### config.mk
export PLATFORM = sky130hd
export DESIGN_NAME = life_stepper
export DESIGN_NICKNAME = d
export VERILOG_FILES = /design/src/rtl/life_stepper.sv
export SDC_FILE = /design/constraint.sdc
export NUM_CORES = 1
export LEC_CHECK = 0
export ABC_AREA = 1
export ABC_CLOCK_PERIOD_IN_PS = 7900
export CORE_MARGIN = 5
export CORE_UTILIZATION = 54
export DETAILED_ROUTE_END_ITERATION = 8
export PLACE_DENSITY = 0.85
export SLEW_MARGIN = 0
export SYNTH_ARGS = -nofsm -noshare
export SYNTH_HDL_FRONTEND = slang
export SYNTH_SLANG_ARGS = --single-unit
### constraint.sdc
create_clock -name clk -period 7.9 [get_ports clk]
set_input_delay 1.185 -clock clk [delete_from_list [all_inputs] [get_ports clk]]
set_output_delay 1.185 -clock clk [all_outputs]
set_load 0.02 [all_outputs]
### src/rtl/life_stepper.sv
// life_stepper: computes one Conway (B3/S23) generation on a toroidal arena.
// Reads each source row through a 1-cycle synchronous read port, keeps a
// three-row sliding window (top/mid/bot) and writes each next-generation row
// to the destination arena, one write strobe per row.
// Ports:
//   clk, reset          clock, asynchronous active-high reset
//   start / ready       request one generation / idle and accepting start
//   src_row             row address to the source arena
//   src_columns         source row data, valid 1 cycle after src_row
//   dst_row             row address to the destination arena
//   dst_columns_new     next-generation row data
//   dst_write           destination write strobe, 1 cycle per row
//   gen_count           completed generations since reset (wraps)
module life_stepper #(
    parameter int unsigned ARENA_WIDTH  = 48,
    parameter int unsigned ARENA_HEIGHT = 10
) (
    input  logic                   clk,
    input  logic                   reset,
    input  logic                   start,
    output logic                   ready,
    output logic [7:0]             src_row,
    input  logic [ARENA_WIDTH-1:0] src_columns,
    output logic [7:0]             dst_row,
    output logic [ARENA_WIDTH-1:0] dst_columns_new,
    output logic                   dst_write,
    output logic [31:0]            gen_count
);

    localparam int unsigned W     = ARENA_WIDTH;
    localparam int unsigned H     = ARENA_HEIGHT;
    localparam int unsigned ROW_W = 8;
    localparam int unsigned IDX_W = 9;

    localparam logic [ROW_W-1:0] LAST_ROW = ROW_W'(H - 1);

    localparam logic [2:0] S_IDLE  = 3'd0;
    localparam logic [2:0] S_LOAD0 = 3'd1;
    localparam logic [2:0] S_LOAD1 = 3'd2;
    localparam logic [2:0] S_LOAD2 = 3'd3;
    localparam logic [2:0] S_LOAD3 = 3'd4;
    localparam logic [2:0] S_WRITE = 3'd5;
    localparam logic [2:0] S_SHIFT = 3'd6;

    logic [2:0]       state_q, state_d;
    logic [ROW_W-1:0] r_q, r_d;
    logic [W-1:0]     top_q, top_d;
    logic [W-1:0]     mid_q, mid_d;
    logic [W-1:0]     bot_q, bot_d;
    logic             ready_q, ready_d;
    logic [ROW_W-1:0] src_row_q, src_row_d;
    logic [ROW_W-1:0] dst_row_q, dst_row_d;
    logic [W-1:0]     dst_cols_q, dst_cols_d;
    logic             dst_write_q, dst_write_d;
    logic [31:0]      gen_count_q, gen_count_d;
    logic [W-1:0]     next_gen;

    // Row index modulo H; idx is always below 2H.
    function automatic logic [ROW_W-1:0] wrap_row(input logic [IDX_W-1:0] idx);
        logic [IDX_W-1:0] w;
        w = (idx >= IDX_W'(H)) ? idx - IDX_W'(H) : idx;
        return w[ROW_W-1:0];
    endfunction

    // Window rows as they will be while in the next state.
    always_comb begin
        top_d = top_q;
        mid_d = mid_q;
        bot_d = bot_q;
        r_d   = r_q;
        case (state_q)
            S_LOAD1: top_d = src_columns;
            S_LOAD2: mid_d = src_columns;
            S_LOAD3: begin
                bot_d = src_columns;
                r_d   = '0;
            end
            S_SHIFT: begin
                top_d = mid_q;
                mid_d = bot_q;
                bot_d = src_columns;
                r_d   = r_q + ROW_W'(1);
            end
            default: ;
        endcase
    end

    // B3/S23 rule on the upcoming window; columns wrap around.
    for (genvar c = 0; c < W; c++) begin : g_cell
        localparam int unsigned LF = (c == 0) ? W - 1 : c - 1;
        localparam int unsigned RT = (c == W - 1) ? 0 : c + 1;
        logic [3:0] n;
        assign n = 4'(top_d[LF]) + 4'(top_d[c]) + 4'(top_d[RT])
                 + 4'(mid_d[LF])                + 4'(mid_d[RT])
                 + 4'(bot_d[LF]) + 4'(bot_d[c]) + 4'(bot_d[RT]);
        assign next_gen[c] = (n == 4'd3) | (mid_d[c] & (n == 4'd2));
    end

    // Next state and the registered outputs that go with it.
    always_comb begin
        state_d     = state_q;
        ready_d     = ready_q;
        src_row_d   = src_row_q;
        dst_row_d   = dst_row_q;
        dst_cols_d  = dst_cols_q;
        dst_write_d = 1'b0;
        gen_count_d = gen_count_q;
        case (state_q)
            S_IDLE: begin
                ready_d = 1'b1;
                if (start) begin
                    state_d   = S_LOAD0;
                    ready_d   = 1'b0;
                    src_row_d = LAST_ROW;
                end
            end
            S_LOAD0: begin
                state_d   = S_LOAD1;
                src_row_d = '0;
            end
            S_LOAD1: begin
                state_d   = S_LOAD2;
                src_row_d = ROW_W'(1);
            end
            S_LOAD2: state_d = S_LOAD3;
            S_LOAD3: begin
                state_d     = S_WRITE;
                dst_write_d = 1'b1;
                dst_row_d   = '0;
                dst_cols_d  = next_gen;
                src_row_d   = wrap_row(IDX_W'(2));
            end
            S_WRITE: begin
                if (r_q == LAST_ROW) begin
                    state_d     = S_IDLE;
                    ready_d     = 1'b1;
                    gen_count_d = gen_count_q + 32'd1;
                end else begin
                    state_d = S_SHIFT;
                end
            end
            S_SHIFT: begin
                state_d     = S_WRITE;
                dst_write_d = 1'b1;
                dst_row_d   = r_d;
                dst_cols_d  = next_gen;
                // Row fetched here lands in bot on the following SHIFT.
                src_row_d   = wrap_row(IDX_W'(r_q) + IDX_W'(3));
            end
            default: begin
                state_d = S_IDLE;
                ready_d = 1'b1;
            end
        endcase
    end

    always_ff @(posedge clk or posedge reset) begin
        if (reset) begin
            state_q     <= S_IDLE;
            r_q         <= '0;
            top_q       <= '0;
            mid_q       <= '0;
            bot_q       <= '0;
            ready_q     <= 1'b1;
            src_row_q   <= '0;
            dst_row_q   <= '0;
            dst_cols_q  <= '0;
            dst_write_q <= 1'b0;
            gen_count_q <= '0;
        end else begin
            state_q     <= state_d;
            r_q         <= r_d;
            top_q       <= top_d;
            mid_q       <= mid_d;
            bot_q       <= bot_d;
            ready_q     <= ready_d;
            src_row_q   <= src_row_d;
            dst_row_q   <= dst_row_d;
            dst_cols_q  <= dst_cols_d;
            dst_write_q <= dst_write_d;
            gen_count_q <= gen_count_d;
        end
    end

    assign ready           = ready_q;
    assign src_row         = src_row_q;
    assign dst_row         = dst_row_q;
    assign dst_columns_new = dst_cols_q;
    assign dst_write       = dst_write_q;
    assign gen_count       = gen_count_q;

endmodule

Word level (Yosys, flattened, before mapping)
Cells that the tools add are included.
Word-level totals
  word-level logic and storage cells: 577
  input bits: 51
  register bits: 253
  output and inout bits: 98
Cells by class
  order comparisons: 1
  reduce and logical (&&, ||, !) cells: 8
  $add $sub $neg: 340
  eq/ne operators: 105
  mux-type cells: 15
  bitwise logic cells: 97
Operators with widths (number)
  4-bit by 1-bit adder with 4-bit output: 192
  4-bit by 2-bit == test with 1-bit output, second input constant: 96
  3-bit by 1-bit adder with 4-bit output: 48
  48-bit one-hot mux with 2 select lines: 2
  2-bit by 1-bit adder with 3-bit output: 48
  1-bit by 1-bit adder with 2-bit output: 48
  1-bit AND: 48
  48-bit 2-to-1 mux: 1
  1-bit OR: 48
  8-bit one-hot mux with 5 select lines: 1
  32-bit by 1-bit adder with 32-bit output, second input constant: 1
  8-bit one-hot mux with 2 select lines: 2
  3-bit one-hot mux with 6 select lines: 1
  8-bit 2-to-1 mux: 2
  8-bit by 2-bit adder with 9-bit output, second input constant: 1
  3-bit == test, second input constant: 3
  9-bit by 4-bit >= comparator with 1-bit output, second input constant: 1
  8-bit by 1-bit adder with 8-bit output, second input constant: 1
  8-bit by 4-bit == test with 1-bit output, second input constant: 1
  8-bit by 4-bit subtractor with 8-bit output, second input constant: 1
  3-bit by 2-bit == test with 1-bit output, second input constant: 2
  3-bit 2-to-1 mux: 2
  2-bit AND reduction: 3
  5-bit nonzero test: 1
  9 further kinds: 12

Depth between registers and ports, before layout
Gate-level depths: netlist (run 1).
  word-level depth: 12
  depth in mapped cells: 23
  mapped depth without buffers: 21

Worst setup path before layout (run 1)
Ideal clock, no wire load.
  path type: in2reg
  from: in src_columns[42]
  to: reg dst_cols_q[43] (netlist: dst_columns_new[43])
  stages: 17
  buffers on the path: 0
  data required time: 7.766 ns
  arrival time: 4.069 ns
  library setup time: 0.134 ns
  slack: 3.697 ns
  path through: inv_1 -> o21ai_0 -> a21oi_1 -> inv_1 -> fa_1 -> inv_1 -> fa_1 -> fa_1 -> inv_1 -> ha_1 -> fa_1 -> nand2_1 -> nor2_1 -> nand2_1 -> o21ai_0 -> o211ai_1 -> o21ai_0
Between the ends
  elaborated cells between the ends (all ways): 14
  classes of those cells: add/sub (7); eq/ne (2); mux (3); bitwise (2)
RTL lines
  from (decl): RTL line 23  | input logic [ARENA_WIDTH-1:0] src_columns,
  48-bit one-hot mux with 2 select lines *: RTL line 71  | case (state_q)
  net mid_d[42]: RTL line 48  | logic [W-1:0] mid_q, mid_d;
  3-bit by 1-bit adder with 4-bit output *: RTL line 94  | + 4'(mid_d[LF]) + 4'(mid_d[RT])
  4-bit by 1-bit adder with 4-bit output *: RTL line 94
  4-bit by 1-bit adder with 4-bit output * (3 in a row): RTL line 95  | + 4'(bot_d[LF]) + 4'(bot_d[c]) + 4'(bot_d[RT]);
  4-bit by 2-bit == test with 1-bit output: RTL line 96  | assign next_gen[c] = (n == 4'd3) | (mid_d[c] & (n == 4'd2));
  1-bit AND: RTL line 96
  1-bit OR *: RTL line 96
  to (signal assigned): RTL line 179  | dst_cols_q <= dst_cols_d;
  to (decl): RTL line 53  | logic [W-1:0] dst_cols_q, dst_cols_d;
Mark *: on every way through the listed nets, which the timed path passes. The rest lies on a longest branch.
A chain may end at the register's enable or synchronous reset.

Worst setup path after layout (run 1)
  from: reg state_q[0]
  to: reg dst_cols_q[45] (netlist: dst_columns_new[45])
Between the ends
  elaborated cells between the ends (all ways): 19
  classes of those cells: add/sub (7); eq/ne (6); mux (3); bitwise (2); reduce/logical (1)
RTL lines
  from (decl): RTL line 45  | logic [2:0] state_q, state_d;
  from (signal assigned): RTL line 171  | state_q <= state_d;
  3-bit == test / 3-bit by 2-bit == test with 1-bit output (equally long branches): RTL line 71
  48-bit one-hot mux with 2 select lines *: RTL line 71
  net mid_d[44]: RTL line 48
  3-bit by 1-bit adder with 4-bit output *: RTL line 94
  4-bit by 1-bit adder with 4-bit output *: RTL line 94
  4-bit by 1-bit adder with 4-bit output * (3 in a row): RTL line 95
  4-bit by 2-bit == test with 1-bit output: RTL line 96
  1-bit AND: RTL line 96
  1-bit OR *: RTL line 96
Marks and branches as above.

==> summary.md, run 1 <==
| Metric | Value |
|---|---|
| Drt first-iter violations | `1040` |
| Worst Path Max Fanout | `48` |
| Syn-to-layout area delta | `14.9%` |
| Non-Filler Cell Area, Final | `22000 µm²` |
| Count of buffers added by post-CTS timing repair for setup | `0` |
| Final hold viol count | `0` |
| Detailed-route wire length | `48.3 mm` |
| RePlAce Congestion | `0.871` |
| Cts-stage hold buffer count | `0` |
| Final period demand of the worst path | `6.11 ns` |
| Routed len/inst | `17.3 µm` |
| Die area | `39400 µm²` |
| # diodes | `0` |
| Clock input transition at the sequential cells of the worst setup and hold paths | `0.06 ns` |
| Resized Gates After CTS | `0` |
| Total of warnings raised by yosys | `0` |
| Core area | `35300 µm²` |
| Row cnt | `69` |
| Number of global-route vias before repair | `16900` |
| Startpoint Class | `flop` |
| Number of synthesized register bits | `252` |
| Prevailing post-synth register cell | `dfrtp_1` |
| Net count reported at finish | `2679` |
| Clock skew after layout | `0.0153 ns` |
| Highest routed layer | `met4` |
| Horizontal extent of the die | `198 µm` |
| Clock tree from TritonCTS | `yes` |
| Final HPWL from detailed placement | `34.2 mm` |
| CTS root buf | `clkbuf_16` |
| Max-cap check violation count | `0` |
| Share of the yosys chip area belonging to registers | `32.9%` |
| DR DRC count | `0` |
| Post-DR vias/cell | `5.63` |
| Run status | `finished, final reports clean` |
| Area post-placement | `21000 µm²` |
| Initial cell density of the core | `54.3%` |
| Setup repair after global routing missed its margin | `no` |
| Final setup vio count | `0` |
| Count of flip-flops with a built-in enable after synthesis | `0` |
| Global-route wire length before repair | `80.8 mm` |
| Worst Setup End Kind | `flop` |
| Crit Path Class | `flop to flop` |
| H-tree depth | `1` |
| Largest net degree at the start of global routing | `179` |
| Buffers on Ports | `148` |
| Layout cell share with drive strength beyond 1 | `5.56%` |
| Worst slew slack as a fraction of its limit | `19.0%` |
| Setup TNS Final | `0 ns` |
| Clock insertion delay at the later pin of the skew report | `0.56 ns` |
| Total global routing track utilization | `24.8%` |
| Final critical-path share of the clock period | `77.3%` |
| Async set or reset register ratio after synthesis | `100%` |
| Worst hold path type | `flop to flop` |
| Router iterations before antenna repair | `5` |
| Antenna violations before repair | `0` |
| CP startpoint | `state_q[0]$_DFFE_PP0P_` |
| Total vias in the final route | `15700` |
| Clock buffers created by TritonCTS | `29` |
| Synth Area per Inst | `8.84 µm²` |
| Wire length on met1 | `18.7 mm` |
| Detail Route Antenna Nets | `0` |
| Synthesized Nets | `2549` |
| Synthesized cell area | `19200 µm²` |
| Hold_sp | `dst_row[4]$_DFFE_PP0N_` |
| Netlist cell types | `45` |
| Grt total ovfl | `0` |
| Required time of the critical path | `8.38 ns` |
| Count of mapped cells out of synthesis | `2169` |
| Worst-Margin Slew | `1.21 ns` |
| F_max | `0.164 GHz` |
| Final slew viol count | `0` |
| CP arrival | `6.59 ns` |
| Worst r2r src | `state_q[0]$_DFFE_PP0P_` |
| Number of buffers on the longest clock path | `3` |
| Die outline height | `198 µm` |
| Sink Count | `252` |
| Routed met2 length | `23.9 mm` |
| I/O Pins | `149` |
| Met3 routed WL | `3.46 mm` |
[layout make-up]
| type | instances | area, µm² |
|---|---|---|
| Fill cell | 2753 | 13300 |
| Tap cell | 461 | 577 |
| Clock inverter | 14 | 169 |
| Timing Repair Buffer | 155 | 1550 |
| Multi-Input combinational cell | 1418 | 10900 |
| Clock buffer | 40 | 837 |
| Sequential cell | 252 | 6310 |
| Inverter | 443 | 1670 |
[worst max-delay path, cell delays in order (launching register included)]
cell,delay (ns)
dfrtp_1,0.44
inv_1,0.11
nand2_2,0.63
nor2_4,0.04
inv_2,0.60
nand2_1,0.15
inv_2,0.91
a21oi_1,0.31
inv_1,0.27
fa_1,0.45
inv_1,0.10
fa_1,0.45
fa_1,0.50
inv_1,0.06
nand2_1,0.06
inv_1,0.08
fa_1,0.49
nand2_1,0.06
o21bai_1,0.17
o21ai_1,0.11
[logic make-up after synthesis]
group / Yosys count / share of synthesized area (%)
adder cells (fa/ha/maj): 329 / 28.2
buffers and inverters: 499 / 10.2
flip-flops: 252 / 32.9
AND/OR/NAND/NOR: 638 / 14.0
AO/OA/AOI/OAI: 399 / 12.4
XOR/XNOR: 52 / 2.37
[state kept, by name, indices dropped and copies added, names as in the netlist, named ones only]
signal           count
mid_q               48
src_row              8
dst_write            1
top_q               48
dst_columns_new     48
bot_q               48
r_q                  7
ready                1
gen_count           32
dst_row              7
state_q              3
[layer usage]
layer / GRT usage, % / vias to the layer above
met4: 11.1 / 0
met2: 42.9 / 645
met5: 0 / -
li1: - / 7172
met3: 3.57 / 161
met1: 31.0 / 7683
[placed cells by master (no fill, tap or decap), drive strengths merged, types with 9 or more instances in the layout]
cell type and n:
a21o 19, a21oi 74, clkbuf 40, clkdlybuf4s50 148, clkinv 9, dfrtp 251
fa 173, ha 156, inv 442, nand2 440, nand3 50, nand4 42
nor2 78, nor3 17, o211ai 64, o21ai 216, o22ai 18, xnor2 18
xor2 34
[path summary, 6_finish.rpt]
path,to,slack [ns],cells after the start
setup / recovery,dst_columns_new[45]$_DFFE_PP0N_,1.79,19
hold / removal,dst_row[4]$_DFFE_PP0N_,0.47,2
setup reg to reg,dst_columns_new[45]$_DFFE_PP0N_,1.79,19
hold reg to reg,dst_row[4]$_DFFE_PP0N_,0.47,2
max in group asynchronous,dst_columns_new[7]$_DFFE_PP0N_,5.55,3
min in group asynchronous,gen_count[22]$_DFFE_PP0P_,1.02,2
[cell usage after synthesis, types with 2 or more instances]
library cell / number / area (µm²)
fa_1: 173 / 3460
xnor2_1: 18 / 158
o211ai_1: 52 / 390
buf_4: 4 / 30.0
nor2_2: 2 / 12.5
clkbuf_1: 21 / 78.8
nor2_4: 2 / 22.5
a21o_1: 19 / 143
o21ai_0: 193 / 966
nand2_2: 6 / 37.5
dfrtp_1: 251 / 6280
ha_1: 156 / 1950
nor3_1: 16 / 80.1
nand2_1: 433 / 1630
nand3_1: 49 / 245
a21oi_2: 14 / 123
buf_2: 24 / 120
buf_6: 4 / 45.0
nand3b_1: 3 / 22.5
inv_2: 24 / 90.1
nor2_1: 74 / 278
xor2_1: 34 / 298
o211ai_2: 12 / 150
o21bai_1: 3 / 22.5
a21oi_1: 59 / 295
nor4_1: 5 / 31.3
nand4_1: 42 / 263
buf_1: 3 / 11.3
inv_1: 418 / 1570
o22ai_1: 18 / 113
o21ai_1: 23 / 115
[metrics by stage]
step	setup WS (ns)	std cells	utilization, %	hold WS (ns)
final	1.79	2783	62.4	0.471
after CTS	1.86	2783	62.4	0.479
after floorplan	3.40	2169	-	0.506
after detailed placement	1.90	2729	59.6	0.464
after global placement	2.08	2729	59.6	0.464
after global routing	1.37	2783	62.4	0.500
Power of run 1 is not shown: default switching activity piles up to over one toggle a cycle in this logic, so the estimate is an artifact.
==> run 2, diff against run 1 <==
--- a/config.mk
+++ b/config.mk
@@ -6,7 +6,7 @@
 export NUM_CORES = 1
 export LEC_CHECK = 0
 export ABC_AREA = 1
-export ABC_CLOCK_PERIOD_IN_PS = 7900
+export ABC_CLOCK_PERIOD_IN_PS = 5350
 export CORE_MARGIN = 5
 export CORE_UTILIZATION = 54
 export DETAILED_ROUTE_END_ITERATION = 8
==> constraint.sdc (replaced) <==
create_clock -name clk -period 5.35 [get_ports clk]
set_input_delay 0.8025 -clock clk [delete_from_list [all_inputs] [get_ports clk]]
set_output_delay 0.8025 -clock clk [all_outputs]
set_load 0.02 [all_outputs]
==> run 2 against run 1 <==
Compared with the run above: non-clock buffer count increased by 26; critical path depth decreased by 3; sequential cell count unchanged; clock-buffer cell count increased by 6; die area unchanged; final cell count increased by 1.0%; setup slack got worse by 1.2 ns; register-to-register slack got worse by 1.2 ns; first-iteration DRC count decreased by 19%; wire length decreased by 0.43%; via count decreased by 0.65%.
==> summary.md, run 2 (synthesized netlist as in run 1, its figures left out) <==
| Metric | Value |
|---|---|
| Die area | `39400 µm² (unchanged)` |
| Global-route wire length before repair | `80.9 mm (+0.11%)` |
| Max-cap check violation count | `0 (unchanged)` |
| Die outline height | `198 µm (unchanged)` |
| CTS root buf | `clkbuf_16` |
| Number of buffers on the longest clock path | `3 (unchanged)` |
| Worst hold path type | `flop to flop` |
| H-tree depth | `1 (unchanged)` |
| Sink Count | `252 (unchanged)` |
| Clock buffers created by TritonCTS | `30 (+3.4%)` |
| Highest-delay cell along the critical path | `a21oi_1` |
| Final period demand of the worst path | `4.77 ns (-1.34 ns)` |
| Worst hold stages | `2 (unchanged)` |
| Setup repair after global routing missed its margin | `no` |
| Dpl ws | `0.591 ns (-1.31 ns)` |
| Count of buffers added by post-CTS timing repair for setup | `0 (unchanged)` |
| Detail Route Antenna Nets | `0 (unchanged)` |
| Core area | `35300 µm² (unchanged)` |
| Layout cell share with drive strength beyond 1 | `6.51% (+0.96 points)` |
| Final hold viol count | `0 (unchanged)` |
| Resized Gates After CTS | `0 (unchanged)` |
| Final HPWL from detailed placement | `34.7 mm (+1.5%)` |
| Startpoint Class | `flop` |
| Final std cells w/o fill | `2812 (+1.0%)` |
| Final slew viol count | `0 (unchanged)` |
| Worst stage delay on the critical path | `0.53 ns (-0.38 ns)` |
| Grt total ovfl | `0 (unchanged)` |
| Number of global-route vias before repair | `16700 (-1.5%)` |
| Row cnt | `69 (unchanged)` |
| Horizontal extent of the die | `198 µm (unchanged)` |
| F_max | `0.210 GHz (+28%)` |
| Most frequent cells in the layout | `432 x nand2_1, 416 x inv_1, 251 x dfrtp_1, 193 x o21ai_0, 173 x fa_1` |
| Final setup vio count | `0 (unchanged)` |
| Post-Route Hold Slack | `0.474 ns (+0.00304 ns)` |
| Worst slew slack as a fraction of its limit | `34.1% (+15 points)` |
| Cells traversed along the worst timing path | `inv_1 > nand2_2 > inv_2 > nand2_2 > inv_2 > a21oi_1 > fa_1 > inv_1 > fa_1 > fa_1 > inv_1 > ha_1 > fa_1 > o21ai_0 > o211ai_1 > o21ai_0` |
| Syn-to-layout area delta | `16.5%` |
| Worst Path Max Fanout | `20 (-58%)` |
| Worst Setup End Kind | `flop` |
| Cell seen most often among critical-path stages | `fa_1` |
| DR DRC count | `0 (unchanged)` |
| Detailed-route wire length | `48.1 mm (-0.43%)` |
| Run status | `finished, final reports clean` |
| I/O Pins | `149 (unchanged)` |
| Total global routing track utilization | `24.9% (+0.078 points)` |
| Initial cell density of the core | `54.3% (unchanged)` |
| Fin worst setup slack | `0.577 ns (-1.21 ns)` |
| RePlAce Congestion | `0.907 (+4.2%)` |
| Post-DR vias/cell | `5.53 (-1.7%)` |
| Crit Path Class | `flop to flop` |
| Router iterations before antenna repair | `5 (unchanged)` |
| Buffers on Ports | `148 (unchanged)` |
| Number of placed cells counting well taps | `2755 (+0.95%)` |
| Most common cell after layout, fill and taps aside | `nand2_1` |
| Routed len/inst | `17.1 µm (-1.5%)` |
| Total vias in the final route | `15600 (-0.65%)` |
| Largest net degree at the start of global routing | `139 (-22%)` |
| Antenna violations before repair | `1 (+1)` |
| Clock insertion delay at the later pin of the skew report | `0.56 ns (about the same)` |
| Worst r2r path cells | `16 (-3)` |
| Drt first-iter violations | `846 (-19%)` |
| CP arrival | `5.24 ns (-1.35 ns)` |
| Worst-Margin Slew | `0.978 ns (-0.236 ns)` |
| Clock tree from TritonCTS | `yes` |
| Clock input transition at the sequential cells of the worst setup and hold paths | `0.06 ns (about the same)` |
| Final critical-path share of the clock period | `89.2% (+12 points)` |
| Required time of the critical path | `5.82 ns (-2.56 ns)` |
| Setup TNS Final | `0 ns (unchanged)` |
| Net count reported at finish | `2706 (+1.0%)` |
| Cts-stage hold buffer count | `0 (unchanged)` |
| Clock skew after layout | `0.0153 ns (-0.0000395 ns)` |
[run 2: changes by cell type in the layout (fill, tap and decap cells not counted), sizes merged]
| cell | change |
|---|---|
| clkinvlp | -1 |
| clkinv | -3 |
| bufinv | +2 |
| buf | +26 |
| clkbuf | +6 |
| diode | +1 |
| inv | -2 |
[run 2: per-layer routing]
metal / track usage, % / routed length (µm)
met1: 31.8 / 19200
met2: 43.6 / 24000
met3: 3.24 / 3020
met4: 9.40 / 1890
met5: 0 / 0
[run 2: critical path, delay by kind of cell (launching register included)]
| family | cells | cell delay [ns] |
|---|---|---|
| buffers and inverters | 5 | 0.66 |
| AOI/OAI and AO/OA | 4 | 1.08 |
| adders and majority gates | 5 | 2.02 |
| DFF | 1 | 0.44 |
| and+or+nand+nor | 2 | 0.47 |
[run 2: final timing paths]
kind,start,to,slack [ns]
max reg2reg,state_q[0]$_DFFE_PP0P_,dst_columns_new[42]$_DFFE_PP0N_,0.58
max in group asynchronous,reset,bot_q[14]$_DFF_PP0_,3.82
min,dst_row[4]$_DFFE_PP0N_,dst_row[4]$_DFFE_PP0N_,0.47
min reg2reg,dst_row[4]$_DFFE_PP0N_,dst_row[4]$_DFFE_PP0N_,0.47
min in group asynchronous,reset,gen_count[13]$_DFFE_PP0P_,0.76
max,state_q[0]$_DFFE_PP0P_,dst_columns_new[42]$_DFFE_PP0N_,0.58
[run 2: per-stage QoR]
stage                     area [µm²]  utilization [%]
after global routing           22300             63.3
after detailed placement       21300             60.2
final                          22300             63.3
after floorplan                19200                -
after global placement         21300             60.2
after CTS                      22300             63.3
[run 2: layout make-up]
class	count	area, µm²
Fill cell	2812	13000
Sequential cell	252	6310
Multi-Input combinational cell	1418	10900
Timing Repair Buffer	181	1770
Inverter	443	1670
Tap cell	461	577
Clock inverter	10	178
Antenna cell	1	2.50
Clock buffer	46	902
Power of run 2 is left out for the same reason.
